### config.mk
export PLATFORM = sky130hd
export DESIGN_NAME = mem_stage
export DESIGN_NICKNAME = d
export VERILOG_FILES = /design/src/rtl/cpu_pkg.sv /design/src/rtl/mem_bus_if.sv /design/src/rtl/mem_stage.sv
export SDC_FILE = /design/constraint.sdc
export NUM_CORES = 1
export LEC_CHECK = 0
export CAP_MARGIN = 20
export CORE_MARGIN = 10
export CORE_UTILIZATION = 40
export DETAILED_ROUTE_END_ITERATION = 8
export PLACE_DENSITY = 0.81
export SKIP_CTS_REPAIR_TIMING = 1
export SKIP_LAST_GASP = 1
export SLEW_MARGIN = 5
export SYNTH_ARGS = -nofsm -noshare
export SYNTH_HDL_FRONTEND = slang
export SYNTH_SLANG_ARGS = --single-unit
### constraint.sdc
create_clock -name clk -period 3.1 [get_ports clk]
set_input_delay 0.775 -clock clk [delete_from_list [all_inputs] [get_ports clk]]
set_output_delay 0.775 -clock clk [all_outputs]
set_load 0.01 [all_outputs]
### src/rtl/cpu_pkg.sv
// rtl/cpu_pkg.sv - shared encodings, widths and MEM/WB record for the pipeline
package cpu_pkg;
    localparam int WORD        = 32;
    localparam int WORD_ADDR_W = 30;
    localparam int GPR_ADDR_W  = 5;
    localparam int EXP_CODE_W  = 3;

    typedef enum logic [1:0] {
        MEM_OP_NOP = 2'd0,
        MEM_OP_LDW = 2'd1,
        MEM_OP_STW = 2'd2,
        MEM_OP_RSV = 2'd3
    } mem_op_e;

    typedef enum logic [1:0] {
        CTRL_OP_NOP  = 2'd0,
        CTRL_OP_WRCR = 2'd1,
        CTRL_OP_EXRT = 2'd2,
        CTRL_OP_RSV  = 2'd3
    } ctrl_op_e;

    typedef enum logic [EXP_CODE_W-1:0] {
        EXP_NO_EXP     = 3'd0,
        EXP_EXT_INT    = 3'd1,
        EXP_UNDEF_INSN = 3'd2,
        EXP_OVERFLOW   = 3'd3,
        EXP_MISS_ALIGN = 3'd4,
        EXP_TRAP       = 3'd5,
        EXP_PRV_VIO    = 3'd6
    } exp_code_e;

    typedef enum logic [1:0] {
        BUS_IDLE   = 2'd0,
        BUS_REQ    = 2'd1,
        BUS_ACCESS = 2'd2,
        BUS_DONE   = 2'd3
    } bus_state_e;

    typedef struct packed {
        logic [WORD_ADDR_W-1:0] pc;
        logic                   en;
        logic                   br_flag;
        logic [1:0]             ctrl_op;
        logic [GPR_ADDR_W-1:0]  dst_addr;
        logic                   gpr_we_;
        logic [EXP_CODE_W-1:0]  exp_code;
        logic [WORD-1:0]        out;
    } mem_wb_t;

    localparam mem_wb_t MEM_WB_BUBBLE = '{
        pc: '0, en: 1'b0, br_flag: 1'b0, ctrl_op: '0, dst_addr: '0,
        gpr_we_: 1'b1, exp_code: '0, out: '0
    };

    function automatic logic is_mem_access(input logic [1:0] op);
        return (op == MEM_OP_LDW) || (op == MEM_OP_STW);
    endfunction
endpackage

### src/rtl/mem_bus_if.sv
// rtl/mem_bus_if.sv - request/grant bus master FSM with read-data latch and busy
module mem_bus_if
    import cpu_pkg::*;
(
    input  logic                   clk,
    input  logic                   reset,
    input  logic                   stall,
    input  logic                   access_req,
    input  logic                   rw_read,
    input  logic [WORD_ADDR_W-1:0] addr,
    input  logic [WORD-1:0]        wr_data,
    input  logic                   bus_grnt_,
    input  logic                   bus_rdy_,
    input  logic [WORD-1:0]        bus_rd_data,
    output logic                   bus_req_,
    output logic                   bus_as_,
    output logic                   bus_rw,
    output logic [WORD_ADDR_W-1:0] bus_addr,
    output logic [WORD-1:0]        bus_wr_data,
    output logic [WORD-1:0]        rd_data,
    output logic                   busy
);
    bus_state_e             state_q, state_d;
    logic                   bus_req_q, bus_req_d;
    logic                   bus_as_q, bus_as_d;
    logic                   bus_rw_q, bus_rw_d;
    logic [WORD_ADDR_W-1:0] bus_addr_q, bus_addr_d;
    logic [WORD-1:0]        bus_wr_data_q, bus_wr_data_d;
    logic [WORD-1:0]        rd_data_q, rd_data_d;
    logic                   busy_q, busy_d;

    // Bus outputs are decoded from the next state so they come straight from flops.
    always_comb begin
        state_d   = state_q;
        rd_data_d = rd_data_q;
        unique case (state_q)
            BUS_IDLE:   if (access_req) state_d = BUS_REQ;
            BUS_REQ:    if (!bus_grnt_) state_d = BUS_ACCESS;
            BUS_ACCESS: if (!bus_rdy_) begin
                rd_data_d = bus_rd_data;
                state_d   = BUS_DONE;
            end
            BUS_DONE:   if (!stall) state_d = BUS_IDLE;
            default:    state_d = BUS_IDLE;
        endcase
        bus_req_d     = !((state_d == BUS_REQ) || (state_d == BUS_ACCESS));
        bus_as_d      = (state_d != BUS_ACCESS);
        bus_rw_d      = (state_d == BUS_ACCESS) ? rw_read : 1'b1;
        bus_addr_d    = (state_d == BUS_ACCESS) ? addr : '0;
        bus_wr_data_d = (state_d == BUS_ACCESS) ? wr_data : '0;
        busy_d        = (state_d == BUS_REQ) || (state_d == BUS_ACCESS);
    end

    always_ff @(posedge clk) begin
        if (reset) begin
            state_q       <= BUS_IDLE;
            bus_req_q     <= 1'b1;
            bus_as_q      <= 1'b1;
            bus_rw_q      <= 1'b1;
            bus_addr_q    <= '0;
            bus_wr_data_q <= '0;
            rd_data_q     <= '0;
            busy_q        <= 1'b0;
        end else begin
            state_q       <= state_d;
            bus_req_q     <= bus_req_d;
            bus_as_q      <= bus_as_d;
            bus_rw_q      <= bus_rw_d;
            bus_addr_q    <= bus_addr_d;
            bus_wr_data_q <= bus_wr_data_d;
            rd_data_q     <= rd_data_d;
            busy_q        <= busy_d;
        end
    end

    assign bus_req_    = bus_req_q;
    assign bus_as_     = bus_as_q;
    assign bus_rw      = bus_rw_q;
    assign bus_addr    = bus_addr_q;
    assign bus_wr_data = bus_wr_data_q;
    assign rd_data     = rd_data_q;
    // The IDLE term lets the controller stall in the same cycle the access is seen.
    assign busy        = busy_q || ((state_q == BUS_IDLE) && access_req);
endmodule

### src/rtl/mem_stage.sv
// rtl/mem_stage.sv - memory-access stage: alignment check, result mux, MEM/WB register
module mem_stage
    import cpu_pkg::*;
(
    input  logic                   clk,
    input  logic                   reset,
    input  logic                   stall,
    input  logic                   flush,
    output logic                   busy,
    input  logic [WORD_ADDR_W-1:0] ex_pc,
    input  logic                   ex_en,
    input  logic                   ex_br_flag,
    input  logic [1:0]             ex_mem_op,
    input  logic [WORD-1:0]        ex_mem_wr_data,
    input  logic [1:0]             ex_ctrl_op,
    input  logic [GPR_ADDR_W-1:0]  ex_dst_addr,
    input  logic                   ex_gpr_we_,
    input  logic [EXP_CODE_W-1:0]  ex_exp_code,
    input  logic [WORD-1:0]        ex_out,
    input  logic                   bus_grnt_,
    input  logic                   bus_rdy_,
    input  logic [WORD-1:0]        bus_rd_data,
    output logic                   bus_req_,
    output logic                   bus_as_,
    output logic                   bus_rw,
    output logic [WORD_ADDR_W-1:0] bus_addr,
    output logic [WORD-1:0]        bus_wr_data,
    output logic [WORD-1:0]        fwd_data,
    output logic [WORD_ADDR_W-1:0] mem_pc,
    output logic                   mem_en,
    output logic                   mem_br_flag,
    output logic [1:0]             mem_ctrl_op,
    output logic [GPR_ADDR_W-1:0]  mem_dst_addr,
    output logic                   mem_gpr_we_,
    output logic [EXP_CODE_W-1:0]  mem_exp_code,
    output logic [WORD-1:0]        mem_out
);
    logic            mem_access;
    logic            misaligned;
    logic            access_req;
    logic [WORD-1:0] rd_data;
    logic [WORD-1:0] result;
    logic [2:0]      exp_code;
    mem_wb_t         mem_wb_q, mem_wb_d;

    assign mem_access = ex_en && is_mem_access(ex_mem_op);
    assign misaligned = mem_access && (ex_out[1:0] != 2'b00);
    assign access_req = !reset && mem_access && (ex_out[1:0] == 2'b00);

    mem_bus_if u_bus_if (
        .clk         (clk),
        .reset       (reset),
        .stall       (stall),
        .access_req  (access_req),
        .rw_read     (ex_mem_op == MEM_OP_LDW),
        .addr        (ex_out[WORD-1:2]),
        .wr_data     (ex_mem_wr_data),
        .bus_grnt_   (bus_grnt_),
        .bus_rdy_    (bus_rdy_),
        .bus_rd_data (bus_rd_data),
        .bus_req_    (bus_req_),
        .bus_as_     (bus_as_),
        .bus_rw      (bus_rw),
        .bus_addr    (bus_addr),
        .bus_wr_data (bus_wr_data),
        .rd_data     (rd_data),
        .busy        (busy)
    );

    always_comb begin
        exp_code = ex_exp_code;
        unique case (ex_mem_op)
            MEM_OP_LDW: result = rd_data;
            MEM_OP_STW: result = '0;
            default:    result = ex_out;
        endcase
        if (misaligned) begin
            result   = '0;
            exp_code = EXP_MISS_ALIGN;
        end
    end

    assign fwd_data = result;

    always_comb begin
        mem_wb_d = mem_wb_q;
        if (stall) begin
            mem_wb_d = mem_wb_q;
        end else if (flush) begin
            mem_wb_d = MEM_WB_BUBBLE;
        end else begin
            mem_wb_d.pc       = ex_pc;
            mem_wb_d.en       = ex_en;
            mem_wb_d.br_flag  = ex_br_flag;
            mem_wb_d.ctrl_op  = ex_ctrl_op;
            mem_wb_d.dst_addr = ex_dst_addr;
            mem_wb_d.gpr_we_  = ex_gpr_we_;
            mem_wb_d.exp_code = exp_code;
            mem_wb_d.out      = result;
        end
    end

    always_ff @(posedge clk) begin
        if (reset) mem_wb_q <= MEM_WB_BUBBLE;
        else       mem_wb_q <= mem_wb_d;
    end

    assign mem_pc       = mem_wb_q.pc;
    assign mem_en       = mem_wb_q.en;
    assign mem_br_flag  = mem_wb_q.br_flag;
    assign mem_ctrl_op  = mem_wb_q.ctrl_op;
    assign mem_dst_addr = mem_wb_q.dst_addr;
    assign mem_gpr_we_  = mem_wb_q.gpr_we_;
    assign mem_exp_code = mem_wb_q.exp_code;
    assign mem_out      = mem_wb_q.out;
endmodule

==> out/summary.txt <==
Synth area leaders - dfxtp_1 (57%), and3_1 (6.3%), nand2_1 (5.9%), a21oi_1 (5.4%), a22oi_1 (4.5%)
Final Util - 0.696
Nets - 1136
Worst EP required - 2.32 ns
worst r2r path cells - 4
P_leak - 4.61 nW
hold crit path type - flip-flop to flip-flop
GPL Wtd Cong - 0.805
detailed-route wire length - 23900 µm
first-pass GRT wire length - 33900 µm
post-DP HPWL - 17400 µm
Antenna Nets Post-Route - 0
Avg Synthesized Cell Area - 9.28 µm²
clock buffer depth - 2
Critical Path End Type - output port
full die area - 20800 µm²
Final Hold Vio Count - 0
power consumption - 5.36 mW
initial antenna violation count - 1
Yosys Warn Count - 0
RSZ-0062 raised after global routing - no
Post-synth EDFFs - 0
crit path DAT - 2.13 ns
worst skew pair latency - 0.42 ns
status - completed
WHS Path Cells - 2
area leader, netlist - dfxtp_1
Initial Util - 0.408
Setup CP Type - input port to output port
largest net degree at the start of global routing - 81
Die H - 144 µm
r2r endpoint - u_bus_if.rd_data[23]$_SDFFE_PP0P_
CTS root buffer - clkbuf_16
Syn Inst Count - 665
commonest cells in the netlist - dfxtp_1 (175), nand2_1 (97), nor2_1 (71)
CTS tree - yes
Reg clk slew, reported paths - 0.06 ns
Die W - 144 µm
Final period util - 0.939
synthesized cell area - 6170 µm²
hold path endpoint - u_bus_if.rd_data[18]$_SDFFE_PP0P_
grt total ovfl - 0
Row Count - 45
# clock sinks - 175
peak supply drop - 0.357 mV
vias in the first global route - 5909
area delta synth->final - 70.9%
worst slew pin tran - 0.908 ns
H-tree depth - 4
Seq/Total Area, Yosys - 0.568
ys flop type - dfxtp_1
ratio of cells with drive above 1 in the final layout - 0.125
Final Critical Period - 2.91 ns
pwr dens - 508 nW/µm²
Synth top area share - 0.568
fin. max-slew vios - 0
MaxCap Viol Count - 0
Worst slew margin - 0.394
RR Startpoint - u_bus_if.state_q[1]$_SDFF_PP0_
synth unique cells - 38
via count - 6045
syn nets - 813
DR pass1 iterations - 4
Synth Register Bits - 175
Fmax - 0.344 GHz
DR WL/cell - 20.1 µm
CP Launch Type - input port
top-count cell post-synth - dfxtp_1
CP Max Fanout - 4
Synth async-reset ratio - 0
drt via density - 5.08
Finish-stage setup viols - 0
Port Buf Inserts - 319
Worst Clk Skew - 0.00942 ns
# DRC - 0
Ports - 320
gr usage total - 0.211
area of the core - 15100 µm²
CTS buffer count - 17
Hold Startpoint - u_bus_if.rd_data[18]$_SDFFE_PP0P_
flop2flop setup slack - 1.34 ns
Initial DRC Count - 271
[worst max-delay path, cell delays in order]
cell and delay [ns]:
clkdlybuf4s50_1 0.64, o21ai_0 0.21, a32o_2 0.33, dlymetal6s2s_1 0.18
[layout by cell type (no fill, tap or decap), types with 2 or more instances in the layout]
cell,n
clkdlybuf4s50_1,282
dfxtp_1,175
nand2_1,97
nor2_1,69
and3_1,62
a21oi_1,47
a22oi_1,37
o21ai_0,31
buf_4,31
and3b_1,28
dlymetal6s2s_1,22
clkbuf_16,19
a21oi_2,16
clkbuf_2,11
buf_12,10
buf_2,5
a22o_1,4
bufinv_16,4
a21oi_4,3
nor3_1,3
clkinvlp_4,3
inv_6,3
a32o_2,2
o211ai_1,2
nand2b_1,2
nor3b_1,2
[flip-flops by register name (all words and copies together), names as in the netlist]
name,flops
u_bus_if.rd_data,32
mem_exp_code,3
mem_pc,30
u_bus_if.bus_addr,30
u_bus_if.bus_req_,1
u_bus_if.bus_as_,1
u_bus_if.busy_q,1
mem_dst_addr,5
u_bus_if.state_q,2
mem_ctrl_op,2
u_bus_if.bus_wr_data,32
mem_out,32
u_bus_if.bus_rw,1
mem_en,1
mem_gpr_we_,1
mem_br_flag,1
[where the power goes]
group / total [mW] / internal [mW] / switching [mW]
Sequential: 2.33 / 2.30 / 0.0259
Clock: 2.28 / 1.37 / 0.906
Combinational: 0.753 / 0.431 / 0.322
[stage by stage]
step                      area [µm²]  std cells  setup TNS (ns)  worst slack (ns)  hold slack, ns
after global routing           10500       1188               0             0.104           0.465
after global placement          9680       1145          -16.30            -0.548           0.433
after CTS                      10300       1176          -16.80            -0.576           0.451
final                          10500       1189               0             0.191           0.450
after floorplan                 6170        665               0             0.361           0.432
after detailed placement        9680       1145          -16.58            -0.570           0.442
[layout make-up]
cell class	instances	area (µm²)
well taps	188	235
inverters	2	7.51
clock inverters	12	183
repair buffers	363	3660
diodes	1	2.50
flip-flops and latches	175	3500
clock buffers	19	443
fillers	1192	4600
multi-input cells	429	2510
[worst max-delay path by stage]
stage                 startpoint            to  slack (ns)  cells after the start
detailed placement  ex_mem_op[1]  fwd_data[26]       -0.57                      8
floorplan           ex_mem_op[1]  fwd_data[10]        0.36                      7
CTS                 ex_mem_op[1]  fwd_data[26]       -0.58                      8
global route           ex_out[0]  fwd_data[30]        0.10                      5
finish                     ex_en  fwd_data[30]        0.19                      4
global placement    ex_mem_op[1]  fwd_data[26]       -0.55                      8
[routing by layer]
metal  wire (µm)  GRT usage  up-vias  share of wire
met3        2080     0.0689       24          0.087
met2       12000      0.368      235           0.50
met1        9360      0.236     2861           0.39
li1            -          -     2925              -
met4         434     0.0761        0          0.018
met5           0          0        -              0
[logic make-up (layout without fill, tap and decap cells)]
logic type	count (synthesis)	in the layout	share of synthesized area
other	0	1	0
DFF	175	175	0.568
and+or+nand+nor	277	277	0.232
adders and majority gates	1	1	0.00203
AOI/OAI and AO/OA	151	151	0.150
buffers and inverters	61	396	0.0482
Note: power is estimated with default switching activity, not from simulation.
